--- src/rtl/control_pkg.sv ---
// Shared definitions for the control sequencer: state encoding, opcodes,
// register-bank addresses, ALU op codes and the packed control word.
// Latency: n/a (definitions only). Backpressure: n/a.
package control_pkg;

    localparam int OPC_WIDTH   = 5;
    localparam int STATE_WIDTH = 4;

    // Explicit encodings so the debug state_m output is stable across builds.
    typedef enum logic [3:0] {
        ST_INIT   = 4'd0,
        ST_FETCH0 = 4'd1,
        ST_FETCH1 = 4'd2,
        ST_FETCH2 = 4'd3,
        ST_FETCH3 = 4'd4,
        ST_DECODE = 4'd5,
        ST_EX0    = 4'd6,
        ST_EX1    = 4'd7,
        ST_EX2    = 4'd8,
        ST_HALT   = 4'd9
    } state_t;

    localparam logic [4:0] OP_NOP  = 5'b00000;
    localparam logic [4:0] OP_LDA  = 5'b00001;
    localparam logic [4:0] OP_STA  = 5'b00010;
    localparam logic [4:0] OP_ADD  = 5'b00011;
    localparam logic [4:0] OP_SUB  = 5'b00100;
    localparam logic [4:0] OP_AND  = 5'b00101;
    localparam logic [4:0] OP_OR   = 5'b00110;
    localparam logic [4:0] OP_XOR  = 5'b00111;
    localparam logic [4:0] OP_CA2  = 5'b01000;
    localparam logic [4:0] OP_SHL  = 5'b01001;
    localparam logic [4:0] OP_INCD = 5'b01010;
    localparam logic [4:0] OP_JZ   = 5'b01011;
    localparam logic [4:0] OP_HLT  = 5'b11111;

    localparam logic [2:0] REG_PC   = 3'd0;
    localparam logic [2:0] REG_DPTR = 3'd1;
    localparam logic [2:0] REG_A    = 3'd2;
    localparam logic [2:0] REG_TEMP = 3'd3;
    localparam logic [2:0] REG_MDR  = 3'd4;  // busB read only
    localparam logic [2:0] REG_ACC  = 3'd7;

    localparam logic [2:0] SEL_PASS = 3'b000;
    localparam logic [2:0] SEL_INC  = 3'b001;
    localparam logic [2:0] SEL_ADD  = 3'b010;
    localparam logic [2:0] SEL_SUB  = 3'b011;
    localparam logic [2:0] SEL_AND  = 3'b100;
    localparam logic [2:0] SEL_OR   = 3'b101;
    localparam logic [2:0] SEL_XOR  = 3'b110;
    localparam logic [2:0] SEL_CA2  = 3'b111;

    localparam logic [1:0] SH_NONE = 2'b00;
    localparam logic [1:0] SH_LEFT = 2'b01;

    typedef struct packed {
        logic       ir_sclr;
        logic       mar_sclr;
        logic       enaf;
        logic [2:0] selop;
        logic [1:0] shamt;
        logic       bank_wr_en;
        logic [2:0] busB_addr;
        logic [2:0] busC_addr;
        logic       ir_en;
        logic       mar_en;
        logic       mdr_en;
        logic       wr_rdn;
        logic       mdr_alu_n;
        logic       halted;
        logic       illegal;
    } ctrl_t;

    // ADD..CA2 opcodes are laid out so that the ALU code is opcode-1.
    function automatic logic [2:0] alu_selop(input logic [4:0] op);
        logic [4:0] v;
        v = op - 5'd1;
        return v[2:0];
    endfunction

endpackage

--- src/rtl/control_sequencer_if.sv ---
// Control interface between the sequencer and the memory_system datapath.
// Latency: n/a (wires only). Backpressure: none, run gates instruction fetch.
// master = sequencer (drives controls), slave = datapath side.
interface control_sequencer_if;
    import control_pkg::*;

    logic                   run;
    logic [OPC_WIDTH-1:0]   instruction;
    logic                   Z;

    logic                   ir_sclr;
    logic                   mar_sclr;
    logic                   enaf;
    logic [2:0]             selop;
    logic [1:0]             shamt;
    logic                   bank_wr_en;
    logic [2:0]             busB_addr;
    logic [2:0]             busC_addr;
    logic                   ir_en;
    logic                   mar_en;
    logic                   mdr_en;
    logic                   wr_rdn;
    logic                   mdr_alu_n;
    logic [STATE_WIDTH-1:0] state_m;
    logic                   halted;
    logic                   illegal;

    modport master (
        input  run, instruction, Z,
        output ir_sclr, mar_sclr, enaf, selop, shamt, bank_wr_en,
               busB_addr, busC_addr, ir_en, mar_en, mdr_en, wr_rdn,
               mdr_alu_n, state_m, halted, illegal
    );

    modport slave (
        output run, instruction, Z,
        input  ir_sclr, mar_sclr, enaf, selop, shamt, bank_wr_en,
               busB_addr, busC_addr, ir_en, mar_en, mdr_en, wr_rdn,
               mdr_alu_n, state_m, halted, illegal
    );
endinterface

--- src/rtl/ctrl_decode.sv ---
// Combinational map of (state, opcode, Z, run) to control word and next state.
// Latency: 0 cycles. Backpressure: i_run=0 holds FETCH0; nothing else stalls.
// Ports: i_state, i_instr (live IR, used in DECODE), i_opcode (latched), i_z, i_run -> o_ctrl, o_next.
module ctrl_decode
    import control_pkg::*;
(
    input  state_t     i_state,
    input  logic [4:0] i_instr,
    input  logic [4:0] i_opcode,
    input  logic       i_z,
    input  logic       i_run,
    output ctrl_t      o_ctrl,
    output state_t     o_next
);

    always_comb begin
        o_ctrl = '0;
        o_next = ST_INIT;
        case (i_state)
            ST_INIT: begin
                o_ctrl.ir_sclr  = 1'b1;
                o_ctrl.mar_sclr = 1'b1;
                o_next          = ST_FETCH0;
            end
            ST_FETCH0: begin
                o_ctrl.busB_addr = REG_PC;
                o_ctrl.selop     = SEL_PASS;
                o_ctrl.mar_en    = 1'b1;
                o_next           = i_run ? ST_FETCH1 : ST_FETCH0;
            end
            ST_FETCH1: begin
                o_ctrl.mdr_alu_n = 1'b1;
                o_ctrl.mdr_en    = 1'b1;
                o_next           = ST_FETCH2;
            end
            ST_FETCH2: begin
                o_ctrl.busB_addr = REG_MDR;
                o_ctrl.selop     = SEL_PASS;
                o_ctrl.ir_en     = 1'b1;
                o_next           = ST_FETCH3;
            end
            // PC increment gets its own cycle: the ALU is busy with the IR load in FETCH2.
            ST_FETCH3: begin
                o_ctrl.busB_addr  = REG_PC;
                o_ctrl.selop      = SEL_INC;
                o_ctrl.busC_addr  = REG_PC;
                o_ctrl.bank_wr_en = 1'b1;
                o_next            = ST_DECODE;
            end
            // IR is already stable here, so branch on the live instruction.
            ST_DECODE: begin
                case (i_instr)
                    OP_NOP: o_next = ST_FETCH0;
                    OP_LDA, OP_STA, OP_ADD, OP_SUB, OP_AND, OP_OR, OP_XOR,
                    OP_CA2, OP_SHL, OP_INCD: o_next = ST_EX0;
                    OP_JZ:  o_next = i_z ? ST_EX0 : ST_FETCH0;
                    OP_HLT: o_next = ST_HALT;
                    default: begin
                        o_ctrl.illegal = 1'b1;
                        o_next         = ST_FETCH0;
                    end
                endcase
            end
            ST_EX0: begin
                o_next = ST_FETCH0;
                case (i_opcode)
                    OP_LDA, OP_STA: begin
                        o_ctrl.busB_addr = REG_DPTR;
                        o_ctrl.selop     = SEL_PASS;
                        o_ctrl.mar_en    = 1'b1;
                        o_next           = ST_EX1;
                    end
                    OP_ADD, OP_SUB, OP_AND, OP_OR, OP_XOR, OP_CA2: begin
                        o_ctrl.busB_addr  = REG_ACC;
                        o_ctrl.selop      = alu_selop(i_opcode);
                        o_ctrl.busC_addr  = REG_ACC;
                        o_ctrl.bank_wr_en = 1'b1;
                        o_ctrl.enaf       = 1'b1;
                    end
                    OP_SHL: begin
                        o_ctrl.busB_addr  = REG_ACC;
                        o_ctrl.selop      = SEL_PASS;
                        o_ctrl.shamt      = SH_LEFT;
                        o_ctrl.busC_addr  = REG_ACC;
                        o_ctrl.bank_wr_en = 1'b1;
                        o_ctrl.enaf       = 1'b1;
                    end
                    OP_INCD: begin
                        o_ctrl.busB_addr  = REG_DPTR;
                        o_ctrl.selop      = SEL_INC;
                        o_ctrl.busC_addr  = REG_DPTR;
                        o_ctrl.bank_wr_en = 1'b1;
                    end
                    // Only reached when Z was set in DECODE.
                    OP_JZ: begin
                        o_ctrl.busB_addr  = REG_TEMP;
                        o_ctrl.selop      = SEL_PASS;
                        o_ctrl.busC_addr  = REG_PC;
                        o_ctrl.bank_wr_en = 1'b1;
                    end
                    default: ;
                endcase
            end
            ST_EX1: begin
                o_next = ST_FETCH0;
                case (i_opcode)
                    OP_LDA: begin
                        o_ctrl.mdr_alu_n = 1'b1;
                        o_ctrl.mdr_en    = 1'b1;
                        o_next           = ST_EX2;
                    end
                    OP_STA: begin
                        o_ctrl.busB_addr = REG_ACC;
                        o_ctrl.selop     = SEL_PASS;
                        o_ctrl.mdr_en    = 1'b1;
                        o_next           = ST_EX2;
                    end
                    default: ;
                endcase
            end
            ST_EX2: begin
                o_next = ST_FETCH0;
                case (i_opcode)
                    OP_LDA: begin
                        o_ctrl.busB_addr  = REG_MDR;
                        o_ctrl.selop      = SEL_PASS;
                        o_ctrl.busC_addr  = REG_ACC;
                        o_ctrl.bank_wr_en = 1'b1;
                    end
                    OP_STA: o_ctrl.wr_rdn = 1'b1;
                    default: ;
                endcase
            end
            ST_HALT: begin
                o_ctrl.halted = 1'b1;
                o_next        = ST_HALT;
            end
            // Unused encodings fall back to INIT.
            default: o_next = ST_INIT;
        endcase
    end

endmodule

--- src/rtl/control_sequencer.sv ---
// Moore fetch/decode/execute sequencer driving every memory_system control.
// Latency: controls follow state combinationally; one state step per clk edge.
// Backpressure: bus.run=0 parks in FETCH0; HALT only exits through rst.
// Ports: clk, rst (async active-low), bus (control_sequencer_if.master).
module control_sequencer
    import control_pkg::*;
#(
    parameter int OPC_W = 5,
    parameter int ST_W  = 4
) (
    input  logic                clk,
    input  logic                rst,
    control_sequencer_if.master bus
);

    state_t           r_state;
    logic [OPC_W-1:0] r_opcode;
    state_t           w_next;
    ctrl_t            w_ctrl;

    // State resets asynchronously, so the INIT control word (sclr only)
    // appears the moment rst falls and any in-flight write is dropped.
    always_ff @(posedge clk or negedge rst) begin
        if (!rst) begin
            r_state  <= ST_INIT;
            r_opcode <= '0;
        end else begin
            r_state <= w_next;
            if (r_state == ST_DECODE) begin
                r_opcode <= bus.instruction;
            end
        end
    end

    ctrl_decode u_decode (
        .i_state  (r_state),
        .i_instr  (bus.instruction),
        .i_opcode (r_opcode),
        .i_z      (bus.Z),
        .i_run    (bus.run),
        .o_ctrl   (w_ctrl),
        .o_next   (w_next)
    );

    assign bus.ir_sclr    = w_ctrl.ir_sclr;
    assign bus.mar_sclr   = w_ctrl.mar_sclr;
    assign bus.enaf       = w_ctrl.enaf;
    assign bus.selop      = w_ctrl.selop;
    assign bus.shamt      = w_ctrl.shamt;
    assign bus.bank_wr_en = w_ctrl.bank_wr_en;
    assign bus.busB_addr  = w_ctrl.busB_addr;
    assign bus.busC_addr  = w_ctrl.busC_addr;
    assign bus.ir_en      = w_ctrl.ir_en;
    assign bus.mar_en     = w_ctrl.mar_en;
    assign bus.mdr_en     = w_ctrl.mdr_en;
    assign bus.wr_rdn     = w_ctrl.wr_rdn;
    assign bus.mdr_alu_n  = w_ctrl.mdr_alu_n;
    assign bus.halted     = w_ctrl.halted;
    assign bus.illegal    = w_ctrl.illegal;
    assign bus.state_m    = ST_W'(r_state);

endmodule

--- src/flat_wrapper.sv ---
// flat-port wrapper written by rule: the top's interface ports become plain ports
module control_sequencer_flat import control_pkg::*;
#(
    parameter int OPC_W = 5,
    parameter int ST_W  = 4
)
  (clk, rst, bus_run, bus_instruction, bus_Z, bus_ir_sclr, bus_mar_sclr, bus_enaf, bus_selop, bus_shamt, bus_bank_wr_en, bus_busB_addr, bus_busC_addr, bus_ir_en, bus_mar_en, bus_mdr_en, bus_wr_rdn, bus_mdr_alu_n, bus_state_m, bus_halted, bus_illegal);
  control_sequencer_if bus_i ();
  input  logic clk;
  input  logic rst;
  input wire logic [$bits(bus_i.run)-1:0] bus_run;
  input wire logic [$bits(bus_i.instruction)-1:0] bus_instruction;
  input wire logic [$bits(bus_i.Z)-1:0] bus_Z;
  output wire logic [$bits(bus_i.ir_sclr)-1:0] bus_ir_sclr;
  output wire logic [$bits(bus_i.mar_sclr)-1:0] bus_mar_sclr;
  output wire logic [$bits(bus_i.enaf)-1:0] bus_enaf;
  output wire logic [$bits(bus_i.selop)-1:0] bus_selop;
  output wire logic [$bits(bus_i.shamt)-1:0] bus_shamt;
  output wire logic [$bits(bus_i.bank_wr_en)-1:0] bus_bank_wr_en;
  output wire logic [$bits(bus_i.busB_addr)-1:0] bus_busB_addr;
  output wire logic [$bits(bus_i.busC_addr)-1:0] bus_busC_addr;
  output wire logic [$bits(bus_i.ir_en)-1:0] bus_ir_en;
  output wire logic [$bits(bus_i.mar_en)-1:0] bus_mar_en;
  output wire logic [$bits(bus_i.mdr_en)-1:0] bus_mdr_en;
  output wire logic [$bits(bus_i.wr_rdn)-1:0] bus_wr_rdn;
  output wire logic [$bits(bus_i.mdr_alu_n)-1:0] bus_mdr_alu_n;
  output wire logic [$bits(bus_i.state_m)-1:0] bus_state_m;
  output wire logic [$bits(bus_i.halted)-1:0] bus_halted;
  output wire logic [$bits(bus_i.illegal)-1:0] bus_illegal;
  assign bus_i.run = bus_run;
  assign bus_i.instruction = bus_instruction;
  assign bus_i.Z = bus_Z;
  assign bus_ir_sclr = bus_i.ir_sclr;
  assign bus_mar_sclr = bus_i.mar_sclr;
  assign bus_enaf = bus_i.enaf;
  assign bus_selop = bus_i.selop;
  assign bus_shamt = bus_i.shamt;
  assign bus_bank_wr_en = bus_i.bank_wr_en;
  assign bus_busB_addr = bus_i.busB_addr;
  assign bus_busC_addr = bus_i.busC_addr;
  assign bus_ir_en = bus_i.ir_en;
  assign bus_mar_en = bus_i.mar_en;
  assign bus_mdr_en = bus_i.mdr_en;
  assign bus_wr_rdn = bus_i.wr_rdn;
  assign bus_mdr_alu_n = bus_i.mdr_alu_n;
  assign bus_state_m = bus_i.state_m;
  assign bus_halted = bus_i.halted;
  assign bus_illegal = bus_i.illegal;
  control_sequencer #(.OPC_W(OPC_W), .ST_W(ST_W)) u_core (.clk(clk), .rst(rst), .bus(bus_i));
endmodule
--- config.mk ---
export PLATFORM = sky130hd
export DESIGN_NAME = control_sequencer_flat
export DESIGN_NICKNAME = d
export VERILOG_FILES = /design/src/rtl/control_pkg.sv /design/src/rtl/control_sequencer_if.sv /design/src/rtl/ctrl_decode.sv /design/src/rtl/control_sequencer.sv /design/src/flat_wrapper.sv
export SDC_FILE = /design/constraint.sdc
export NUM_CORES = 1
export LEC_CHECK = 0
export ABC_AREA = 1
export BUFFER_PORTS_ARGS = -buffer_cell sky130_fd_sc_hd__buf_4
export CORE_ASPECT_RATIO = 0.8
export CORE_MARGIN = 2
export CORE_UTILIZATION = 30
export DETAILED_ROUTE_END_ITERATION = 8
export GPL_ROUTABILITY_DRIVEN = 0
export REMOVE_ABC_BUFFERS = 1
export SLEW_MARGIN = 40
export SYNTH_ARGS = -nofsm -noshare
export SYNTH_HDL_FRONTEND = slang
export SYNTH_SLANG_ARGS = --single-unit
--- constraint.sdc ---
create_clock -name clk -period 2.9 [get_ports clk]
set_clock_uncertainty 0.15 [all_clocks]
set_input_delay 0.29 -clock clk [delete_from_list [all_inputs] [get_ports clk]]
set_output_delay 0.29 -clock clk [all_outputs]
set_load 0.005 [all_outputs]
* Word-level counts from Yosys, hierarchy flattened *
Cells that the tools add are included.

word-level totals
  flip-flop bits (word level) = 9
  input port bits = 9
  output and inout port bits = 26

cells by class
  add/sub/neg operators = 1
  eq/ne operators = 32
  mux-type cells = 32
  reduce and logical (&&, ||, !) cells = 10

operator list
  kind                  count
  $eq A5 B3 Y1 const B  8
  $eq A5 B4 Y1 const B  8
  $pmux W4 S9           1
  $pmux W3 S2           4
  $eq A5 B2 Y1 const B  4
  $eq A4 B3 Y1 const B  4
  $mux W1               13
  $reduce_or A13 Y1     1
  $pmux W3 S4           1
  $pmux W4 S3           1
  $eq A5 B1 Y1 const B  2
  $reduce_or A10 Y1     1
  $mux W3               3
  $pmux W3 S3           1
  $reduce_or A9 Y1      1
  $eq A4 B2 Y1 const B  2
  $eq A4 B4 Y1 const B  2
  $mux W7               1
  $reduce_or A7 Y1      1
  $pmux W1 S2           3
  $reduce_or A6 Y1      1
  $eq A5 B5 Y1 const B  1
  $logic_not A5 Y1      1
  $eq A4 B1 Y1 const B  1
  other kinds (7)       9

* Depth between registers and ports, before layout *
Gate-level depths: netlist (run 1).

  depth after elaboration = 4
  depth in mapped cells = 11
  mapped depth without buffers = 10

* Cells and area by module *
Synthesis (run 1) repeated with hierarchy kept, for this count alone.

unflattened totals
  cells, all modules = 175
  area, all modules = 1021.0 µm²

modules (own cells, without submodules)
  module             times used  cells an instance  area an instance (µm²)
  ctrl_decode        1           147                703.2
  control_sequencer  1           28                 317.8

* Worst setup path after synthesis (run 1) *
OpenSTA, ideal clock, no wires.

  path type = reg2out
  start point = register u_core.r_opcode[0]
  end point = output bus_busC_addr[2]
  data arrival time = 1387 ps
  data required time = 2460 ps
  path slack = 1073 ps
  cell stages (with the launch flop) = 12
  buffers on the path = 1
  cells stage by stage = dfrtp_1 inv_1 ha_1 inv_1 nor2_1 nand2_1 nand2_1 nor2_1 nand2_1 nand2_1 nand2_1 buf_4

between the ends
  word-level cells in the longest chain between the ends = 4
  elaborated cells on any way between the ends = 13
  those cells by class = eq/ne (9); mux (3); reduce/logical (1)

RTL lines
  element                               line                     text
  from (decl)                           control_sequencer.sv:17  logic [OPC_W-1:0] r_opcode;
  from (signal assigned)                control_sequencer.sv:30  r_opcode <= bus.instruction;
  $eq A5 B4 Y1 (tied with other cells)  ctrl_decode.sv:66        case (i_opcode)
  $reduce_or A7 Y1 (no line)            -
  $pmux W3 S2                           ctrl_decode.sv:66
  $pmux W3 S2 *                         ctrl_decode.sv:19        case (i_state)
  to (decl)                             flat_wrapper.sv:21       output wire logic [$bits(bus_i.busC_addr)-1:0] bus_busC_addr;

Every way passes the cells marked *; elsewhere a longest branch is shown, timed or not.

* Final worst setup path (run 1) *
  start point = register u_core.r_opcode[0]
  end point = output bus_busB_addr[0]

between the ends
  word-level cells in the longest chain between the ends = 4
  elaborated cells on any way between the ends = 16
  those cells by class = eq/ne (11); mux (3); reduce/logical (2)

RTL lines
  element                                                                line                text
  $eq A5 B4 Y1 (tied with other cells)                                   ctrl_decode.sv:66
  $reduce_or A7 Y1 (no line) / $reduce_or A3 Y1 (equally long branches)  -
  $pmux W3 S3                                                            ctrl_decode.sv:66
  $pmux W3 S4 *                                                          ctrl_decode.sv:19
  to (decl)                                                              flat_wrapper.sv:20  output wire logic [$bits(bus_i.busB_addr)-1:0] bus_busB_addr;

Marked as above.

==> results by group, run 1 <==
Status
  • Status: completed

Finish
  • Layout cells sized above 1: 0.2184
  • Register Area: 225.2 um^2
  • NumNets Final: 221
  • # fillers: 335
  • Multi-input logic area: 619.3 um^2
  • Synth-to-layout area growth: 32.70%
  • Diode count: 0

Power
  • Total power: 0.001022 W
  • Reg power frac: 0.254
  • Power Dens Cells: 780.0 nW/um^2
  • Comb power frac: 0.612
  • Switching pwr: 0.0004901 W
  • Leak: 0.7820 nW
  • Peak VDD IR: 0.0002865 V
  • Clock Power Share: 0.135
  • Internal power: 0.0005316 W
  • Sw frac: 0.4797

GRT
  • Largest net degree at the start of global routing: 14
  • Vias in the first global route: 979
  • Gr ovfl total: 0
  • GRT Overall Usage: 0.1374
  • Initial antenna violation count: 0
  • First-pass GRT wire length: 4.153 mm

Routing
  • WL/cell: 10.16 um
  • DRC Markers: 0
  • Remaining antenna violation count: 0
  • Detailed Route WL: 2.500 mm
  • Routed vias: 1151
  • Drt first pass iters: 4
  • Vias/cell: 4.679
  • DR iter-0 viols: 96

Timing
  • Final Hold Viols: 0
  • Setup TNS: 0 ns
  • Final Max Slew Viols: 0
  • Final min period: 2.310 ns
  • Tcrit/Tclk final: 0.7966
  • RSZ-0062 raised after global routing: false
  • Achievable Freq: 0.4329 GHz
  • Final WS setup: 0.5899 ns
  • Endpoints failing setup: 0
  • Worst hold margin: 0.1435 ns

Critical path
  • CP Launch Type: flip-flop
  • Critical-path cell list: inv_1 > ha_1 > inv_1 > nor2_1 > nand2_1 > nand2_1 > nand2_1 > inv_1 > nor2_1 > nand2_1 > buf_4
  • Slowest stage delay, CP: 0.40 ns
  • Critical Path AT: 1.87 ns
  • Largest fanout on the critical path: 5
  • Critical Path Stages: 11
  • Buf+Inv Stages, Crit Path: 4
  • Worst EP required: 2.46 ns
  • CP delay by family, top: simple AND/OR/NAND/NOR gates
  • Reg2reg path depth: 10
  • Slowest CP cell: dfrtp_1
  • CP Class: reg -> out
  • Most used cell, CP: nand2_1
  • Crit path capture type: output pin

Yosys
  • Synth top area share: 0.2281
  • Distinct cells, synth: 21
  • Post-Synthesis Cells: 172
  • Sequential share of the synthesized area: 0.2281
  • Synth warn: 0
  • Largest cells by area after synthesis: dfrtp_1 23%, nand2_1 20%, inv_1 10%
  • Avg Inst Size Synth: 5.740 um^2
  • Synth Register Bits: 9
  • Syn Std Cell Area: 987.2 um^2
  • Area leader, netlist: dfrtp_1

Clock network
  • Clock root buffer: clkbuf_8
  • Register clock-pin slew on the reported worst setup and hold paths: 0.04 ns
  • CTS Buf Count: 3
  • Post-cts sizing count: 0
  • H-tree levels: 1
  • CTS Sinks: 9
  • TritonCTS clock tree: built
  • Clk buf depth: 2
  • Clk_lat worst skew: 0.22 ns

Worst hold path
  • Worst Hold Depth: 3
  • HP Class: in -> reg

Place
  • DP Wirelength: 2.124 mm
  • Port bufs: 33
  • Pre-CTS WS: 0.8450 ns

Die
  • Std-Cell Rows: 18
  • Die W: 68.14 um
  • Core area: 3108 um^2
  • Initial core utilization: 0.3176
  • Die area: 3769 um^2
  • IO Pins: 35
  • Die span in y: 55.31 um

Run
  • Max-Cap Viols: 0
Yosys cell counts:
cell and n:
nor3_4 1, xnor2_1 1, a21oi_1 4, nor2_1 26
inv_1 27, nor2_2 4, buf_4 4, or2_2 1
o211ai_1 1, nor4_1 1, inv_2 3, nand3_1 16
conb_1 1, o21ai_0 9, o21a_1 1, nand4_1 4
nor3_1 1, nand2_1 52, ha_1 5, o31ai_1 1
dfrtp_1 9
worst paths after layout:
check	from	to	slack (ns)
max in group asynchronous	rst	u_core.r_opcode[3]	2.20
min reg2reg	u_core.r_opcode[1]	u_core.r_opcode[1]	0.51
max	u_core.r_opcode[0]	bus_busB_addr[0]	0.59
min	bus_run	u_core.bus.state_m[1]	0.14
min in group asynchronous	rst	u_core.r_opcode[2]	0.27
max reg2reg	u_core.r_opcode[0]	u_core.bus.state_m[2]	1.12
power by group through the flow:
stage	sequential, W	clock [W]	combinational (W)
finish	0.000259	0.000137	0.000625
global route	0.000267	0.000150	0.000717
CTS	0.000258	0.000140	0.000628
detailed placement	0.000259	0	0.000624
global placement	0.000258	0	0.000633
floorplan	0.000243	0	0.000409
state kept, by name (all words and copies together), names as in the netlist:
signal              count
u_core.r_opcode         5
u_core.bus.state_m      4
cell usage in the layout (no fill, tap or decap), drive strengths merged:
cell / synthesis / layout
a21oi: 4 / 4
buf: 4 / 33
clkbuf: 0 / 4
conb: 1 / 1
dfrtp: 9 / 9
dlygate4sd3: 0 / 1
ha: 5 / 5
inv: 30 / 30
nand2: 52 / 52
nand3: 16 / 16
nand4: 4 / 4
nor2: 30 / 30
nor3: 2 / 2
nor4: 1 / 1
o211ai: 1 / 1
o21a: 1 / 1
o21ai: 9 / 9
o31ai: 1 / 1
or2: 1 / 1
xnor2: 1 / 1
area by class of cell:
type	instances	share of cell area
Inverter	30	0.08596
Timing Repair Buffer	34	0.1968
Clock buffer	4	0.03438
Tap cell	40	0.03820
Multi-Input combinational cell	129	0.4728
Sequential cell	9	0.1719
worst reg2reg max path: stages, from the launching register on:
cell,delay [ns]
dfrtp_1,0.40
inv_1,0.15
ha_1,0.17
inv_1,0.04
nor2_1,0.20
nand2_1,0.14
nand2_1,0.14
nand2_1,0.10
inv_1,0.10
nor2_1,0.06
nand2_1,0.06
through the flow:
step	area, um^2	instances	util
floorplan	957.2	168	-
detailed placement	1255	241	0.4038
CTS	1310	246	0.4215
finish	1310	246	0.4215
global placement	1255	241	0.4038
global route	1310	246	0.4215
cell families (layout without fill, tap and decap cells):
family	after synthesis	after routing	share of synthesized area
simple gates	106	106	0.4626
compound gates	16	16	0.08873
xor+xnor	1	1	0.008874
other cells	1	1	0.003799
fa+ha+maj	5	5	0.06337
flops	9	9	0.2281
buf+inv	34	68	0.1445
metal layers:
metal  wire length, um  part of all wire  vias to the layer above  GRT usage
li1                  -                 -                      606          -
met1              1243              0.50                      493     0.2101
met2              1042              0.42                       48     0.1969
met3               190             0.076                        4    0.01426
met4                23            0.0092                        0    0.04857
met5                 0                 0                        -          0
what timing repair did:
item | in CTS | in global routing
setup endpoints to repair | 0 | 0
setup buffers | 0 | 0
hold endpoints to repair | 9 | 0
hold buffers | 1 | 0
Note: power is estimated with default switching activity, not from simulation.
==> run 2, diff against run 1 <==
ABC_AREA = 0   (was 1)
clock period = 2.2 ns   (was 2.9 ns; I/O delays follow)
==> run 2 against run 1 <==
Against the previous run: the flow now finishes with violations (negative setup slack); worst hold slack worse by 0.077 ns; utilization up 5.0 points; via count down 2.7%; critical path type unchanged.
==> results by group, run 2 <==
Place
  • Placed cell count: 199
  • Port bufs: 33
  • DP Wirelength: 2.251 mm

Routing
  • DRC Markers: 0
  • Drt first pass iters: 4
  • Remaining antenna violation count: 0
  • DR iter-0 viols: 36
  • Detailed Route WL: 3.126 mm
  • Top Metal Used: met4
  • WL/cell: 14.61 um
  • Routed vias: 1120
  • Met3 wire length: 162 um
  • Wire length on met1: 1.471 mm
  • Vias/cell: 5.234
  • DR WL met2: 1.414 mm

Clock network
  • TritonCTS clock tree: built
  • CTS Sinks: 9
  • Register clock-pin slew on the reported worst setup and hold paths: 0.04 ns
  • Clk_lat worst skew: 0.23 ns
  • Clock root buffer: clkbuf_8
  • H-tree levels: 1
  • Clk buf depth: 2
  • CTS Buf Count: 3

Finish
  • Leading cell type in the layout, fill and taps excluded: buf_4
  • Most frequent cells in the layout: 43 x buf_4, 24 x nand2_1, 12 x nor2_1, 8 x dfrtp_1, 6 x nor2b_1
  • Synth-to-layout area growth: 48.24%
  • NumNets Final: 189
  • Layout cells sized above 1: 0.4023
  • Diode count: 0
  • Layout Cells excl Fill: 214
  • Top reg by flops: u_core.r_opcode
  • # fillers: 312
  • Max reg flops: 5

Critical path
  • Critical-path cell list: inv_4 > ha_4 > o32ai_4 > a221oi_4 > a22oi_2 > o211ai_2 > buf_4
  • Critical Path AT: 1.92 ns
  • R2R Path End: u_core.bus.state_m[0]
  • Slowest stage delay, CP: 0.46 ns
  • Critical path origin: u_core.r_opcode[0]
  • FF-to-FF Start: u_core.r_opcode[0]
  • Slowest CP cell: dfrtp_2
  • Crit path capture type: output pin
  • Largest fanout on the critical path: 4
  • Reg2reg path depth: 7
  • Buf+Inv Stages, Crit Path: 2
  • CP delay by family, top: compound AO/OA/AOI/OAI gates
  • Reg2Reg Setup Slack: 0.32 ns
  • CP Launch Type: flip-flop
  • CP Class: reg -> out
  • Worst EP required: 1.83 ns

Timing
  • Final Max Slew Viols: 0
  • Final min period: 2.288 ns
  • Tcrit/Tclk final: 1.040
  • Achievable Freq: 0.4370 GHz
  • RSZ-0062 raised after global routing: true
  • Setup TNS: -0.4249 ns
  • Final WS setup: -0.08843 ns
  • Final Hold Viols: 0
  • Endpoints failing setup: 8

Worst hold path
  • HP Class: in -> reg
  • Worst Hold End: u_core.r_opcode[2]
  • Worst Hold Depth: 3
  • HP Start: bus_instruction[2]

Status
  • Status: finished with violations
  • Failing checks: negative setup slack

Die
  • Die W: 68.42 um
  • Die area: 3800 um^2
  • IO Pins: 35
  • Core area: 3131 um^2
  • Std-Cell Rows: 18
  • Initial core utilization: 0.3181
  • Die span in y: 55.54 um

Power
  • Leak: 0.6752 nW
  • Reg power frac: 0.227
  • Clock Power Share: 0.103
  • Comb power frac: 0.670
  • Switching pwr: 0.0008594 W
  • Peak VDD IR: 0.0004316 V
  • Internal power: 0.001001 W
  • Power Dens Cells: 1260 nW/um^2
  • Sw frac: 0.4619

Yosys
  • Synth async-reset ratio: 1.000
  • Largest cells by area after synthesis: dfrtp_1 23%, nand2_1 9.0%, ha_1 6.3%
  • Avg Inst Size Synth: 7.603 um^2
  • Synth top area share: 0.2261
  • Most common flop cell mapped by yosys: dfrtp_1
  • Synth top cells by count: 24 x nand2_1, 14 x nor2_1, 9 x dfrtp_1
  • Area leader, netlist: dfrtp_1
  • Sequential share of the synthesized area: 0.2261
  • Synth Register Bits: 9
  • Cell with the most instances after synthesis: nand2_1
  • Distinct cells, synth: 48
  • Number of synthesized flops with an enable pin: 0
  • Post-Synthesis Cells: 131
  • Syn Std Cell Area: 996.0 um^2
  • Synth warn: 0

GRT
  • Vias in the first global route: 1069
  • Initial antenna violation count: 0
  • GRT Overall Usage: 0.1735
  • First-pass GRT wire length: 5.050 mm
  • Gr ovfl total: 0
  • Largest net degree at the start of global routing: 14

Run
  • Max-Cap Viols: 0
-- run 2: cell types whose count changed in the layout (fill, tap and decap cells not counted), moves of 4 or more --
cell,before,now
nor2_1,26,12
buf_6,0,5
nand2_1,52,24
nor2b_1,0,6
o21ai_0,9,5
inv_1,27,3
buf_4,33,43
nand2b_1,0,4
nand4_1,4,0
nand3_1,16,3
-- run 2: per-layer routing --
metal,GRT usage,vias to the layer above
met2,0.2541,44
met3,0.02648,7
li1,-,542
met4,0.08000,0
met5,0,-
met1,0.2453,527
-- run 2: metrics by stage --
step | cell area (um^2) | util | setup WS, ns | hold WS, ns | power, W
detailed placement | 1270 | 0.4057 | -0.008054 | -0.09944 | 0.001385
floorplan | 934.6 | - | 0.2925 | -0.2256 | 0.0009833
CTS | 1440 | 0.4600 | -0.1073 | 0.06452 | 0.001781
global route | 1476 | 0.4716 | -0.1972 | 0.06962 | 0.002010
finish | 1476 | 0.4716 | -0.08843 | 0.06682 | 0.001861
global placement | 1270 | 0.4057 | 0.08812 | -0.09885 | 0.001367
-- run 2: power by group through the flow --
stage	clock network, W	registers [W]	logic, W
floorplan	0	0.000397	0.000586
global placement	0	0.000395	0.000972
detailed placement	0	0.000401	0.000984
CTS	0.000198	0.000417	0.00117
global route	0.000214	0.000433	0.00136
finish	0.000191	0.000422	0.00125
-- run 2: worst min-delay path, cell delays in order --
cell,delay [ns]
buf_4,0.10
nand2_1,0.05
nand2_1,0.05
-- run 2: how the worst max path moves through the flow --
stage	end	slack [ns]	depth (start not counted)
after floorplan	bus_busB_addr[0]	0.29	6
after global placement	bus_busB_addr[0]	0.09	7
after detailed placement	bus_busB_addr[0]	-0.008	7
after CTS	bus_busB_addr[0]	-0.11	7
after global routing	bus_busB_addr[0]	-0.20	7
final	bus_busB_addr[0]	-0.09	7
-- run 2: cell families (layout without fill, tap and decap cells) --
family                     Yosys count  after routing  share of synthesized area
and+or+nand+nor                     71             71                     0.3731
other                                1              1                   0.003765
adders and majority gates            5              5                    0.06281
AOI/OAI and AO/OA                   28             28                     0.2412
xor gates and xnor gates             1              1                   0.008796
buffers and inverters               16             59                    0.08416
DFF                                  9              9                     0.2261
-- run 2: area by class of cell --
cell class	instances	area, um^2	area share
repair buffers	49	389.1	0.2636
inverters	6	25.02	0.01695
well taps	40	50.05	0.03390
flip-flops and latches	9	226.5	0.1534
multi-input cells	106	740.7	0.5017
clock buffers	4	45.04	0.03051
-- run 2: timing repair --
action / CTS / global route
hold buffers: 1 / 0
setup endpoints to repair: 13 / 13
setup buffers: 6 / 4
gates resized for setup: 17 / 2
pin swaps: 12 / 11
hold endpoints to repair: 9 / 0
==> run 3, diff against run 2 <==
--- a/config.mk
+++ b/config.mk
@@ -10,3 +10,3 @@
 export CORE_ASPECT_RATIO = 0.8
-export CORE_MARGIN = 2
+export CORE_MARGIN = 1.5
 export CORE_UTILIZATION = 30
==> constraint.sdc (replaced) <==
create_clock -name clk -period 2.1 [get_ports clk]
set_clock_uncertainty 0.15 [all_clocks]
set_input_delay 0.21 -clock clk [delete_from_list [all_inputs] [get_ports clk]]
set_output_delay 0.21 -clock clk [all_outputs]
set_load 0.05 [all_outputs]
==> run 3 against run 2 <==
Against the previous run: the flow still finishes with violations (negative setup slack); combinational power grew 65%; wire length grew 2.9%; non-clock buffer count grew 11; cell area grew 13%; global-route usage grew 2.0 points; first-iteration DRC count grew 17%; critical path type unchanged; critical endpoint is now bus_bank_wr_en; largest cell class unchanged.
==> results by group, run 3 (synthesis results as in run 2) <==
Status
  • Status: finished with violations
  • Failing checks: negative setup slack

GRT
  • Largest net degree at the start of global routing: 13
  • GR Layer Usage met2: 0.3003
  • First-pass GRT wire length: 5.161 mm
  • Gr ovfl total: 0
  • Initial antenna violation count: 0
  • M1 GR Usage: 0.2658
  • GRT Overall Usage: 0.1938
  • Global route hottest layer: met2
  • Met3 usage: 0.02058
  • Vias in the first global route: 1093

Place
  • Port bufs: 33
  • DP Wirelength: 2.381 mm
  • Placed cell count: 212

Power
  • Clock Power Share: 0.076
  • Internal power: 0.001280 W
  • Reg power frac: 0.140
  • Switching pwr: 0.001344 W
  • Total power: 0.002624 W
  • Sw frac: 0.5124
  • Comb power frac: 0.784
  • Leak: 0.7583 nW
  • Power Dens Cells: 1570 nW/um^2
  • Peak VDD IR: 0.0006064 V

Routing
  • WL/cell: 14.30 um
  • Detailed Route WL: 3.218 mm
  • Vias/cell: 5.209
  • Routed vias: 1172
  • DRC Markers: 0
  • Drt first pass iters: 4
  • Remaining antenna violation count: 0
  • DR iter-0 viols: 42

Clock network
  • Register clock-pin slew on the reported worst setup and hold paths: 0.04 ns
  • CTS Sinks: 9
  • Clk buf depth: 2
  • H-tree levels: 1
  • CTS Buf Count: 3
  • Clk_lat worst skew: 0.23 ns
  • TritonCTS clock tree: built
  • Clock root buffer: clkbuf_8

Critical path
  • Crit path capture type: output pin
  • Worst EP required: 1.74 ns
  • Buf+Inv Stages, Crit Path: 2
  • CP Class: reg -> out
  • CP delay by family, top: compound AO/OA/AOI/OAI gates
  • Slowest CP cell: dfrtp_1
  • Critical-path cell list: buf_12 > ha_4 > o32ai_4 > a221oi_4 > a22oi_2 > nand3_1 > buf_6
  • Slowest stage delay, CP: 0.41 ns
  • Critical Path AT: 1.99 ns
  • Largest fanout on the critical path: 4
  • CP Launch Type: flip-flop

Run
  • Max-Cap Viols: 0

Die
  • IO Pins: 35
  • Core area: 3131 um^2
  • Die W: 67.42 um
  • Die area: 3677 um^2
  • Die span in y: 54.54 um
  • Initial core utilization: 0.3181
  • Std-Cell Rows: 18

Timing
  • Tcrit/Tclk final: 1.120
  • Achievable Freq: 0.4250 GHz
  • RSZ-0062 raised after global routing: true
  • Final WS setup: -0.2528 ns
  • Final Max Slew Viols: 0
  • Endpoints failing setup: 14
  • Final Hold Viols: 0
  • Final min period: 2.353 ns

Finish
  • Leading cell type in the layout, fill and taps excluded: buf_4
  • Layout cells sized above 1: 0.4865
  • Max reg flops: 5
  • Synth-to-layout area growth: 67.84%
  • Diode count: 0
  • Top reg by flops: u_core.r_opcode
  • NumNets Final: 200
  • Layout Cells excl Fill: 225
  • Most frequent cells in the layout: 40 x buf_4, 24 x nand2_1, 18 x buf_6, 10 x nor2_1, 9 x dfrtp_1

Worst hold path
  • HP Class: in -> reg
run 3: layout make-up:
cell class,instances,area [um^2]
inverter,6,22.52
sequential,9,225.2
multi-input combinational,106,795.8
clock buffer,4,45.04
fill,290,1459
tap,40,50.05
timing repair buffer,60,533.0
run 3: worst paths after layout:
path / start / to / slack, ns / cells past startpoint
max: u_core.r_opcode[1] / bus_bank_wr_en / -0.25 / 7
min: bus_instruction[4] / u_core.r_opcode[4] / 0.06 / 3
max reg2reg: u_core.r_opcode[1] / u_core.bus.state_m[0] / 0.04 / 10
min reg2reg: u_core.r_opcode[3] / u_core.r_opcode[3] / 0.49 / 3
max in group asynchronous: rst / u_core.r_opcode[1] / 1.48 / 2
min in group asynchronous: rst / u_core.bus.state_m[1] / 0.18 / 2
run 3: power by group through the flow:
stage          sequential (W)  combinational, W  clock [W]
2_1_floorplan        0.000503          0.000893          0
3_3_place_gp         0.000354           0.00160          0
3_5_place_dp         0.000357           0.00163          0
4_1_cts              0.000360           0.00190   0.000205
5_1_grt              0.000384           0.00220   0.000216
6_report             0.000367           0.00206   0.000200
run 3: worst reg2reg max path: stages, from the launching register on:
cell,delay (ns)
dfrtp_1,0.41
inv_2,0.13
ha_4,0.17
buf_4,0.11
buf_6,0.11
nor2_4,0.05
nor4_4,0.20
buf_4,0.19
buf_6,0.10
a22oi_2,0.07
a211o_1,0.27
run 3: what timing repair did:
item / CTS / global route
resized for setup: 26 / 18
buffers inserted: 6 / 3
pin swaps: 12 / 10
hold buffers: 1 / 0
endpoints found under the setup margin: 14 / 20
hold endpoints to repair: 9 / 0
run 3: routing by layer:
layer  part of all wire  vias up
met3              0.052        8
met2               0.47       41
met1               0.45      556
met4              0.024        0
li1                   -      567
met5                  0        -
run 3: stage by stage:
step                utilization  instance area (um^2)   TNS [ns]  setup WS (ns)  hold slack [ns]
detailed placement       0.4369                  1368    -0.1005       -0.05805          -0.1101
finish                   0.5340                  1672     -2.438        -0.2528          0.05660
global placement         0.4369                  1368  -0.001916      -0.001916          -0.1050
CTS                      0.5088                  1593     -2.213        -0.2272          0.05362
floorplan                     -                 934.6     -9.356         -1.933          -0.2356
global route             0.5340                  1672     -3.941        -0.3231          0.06058
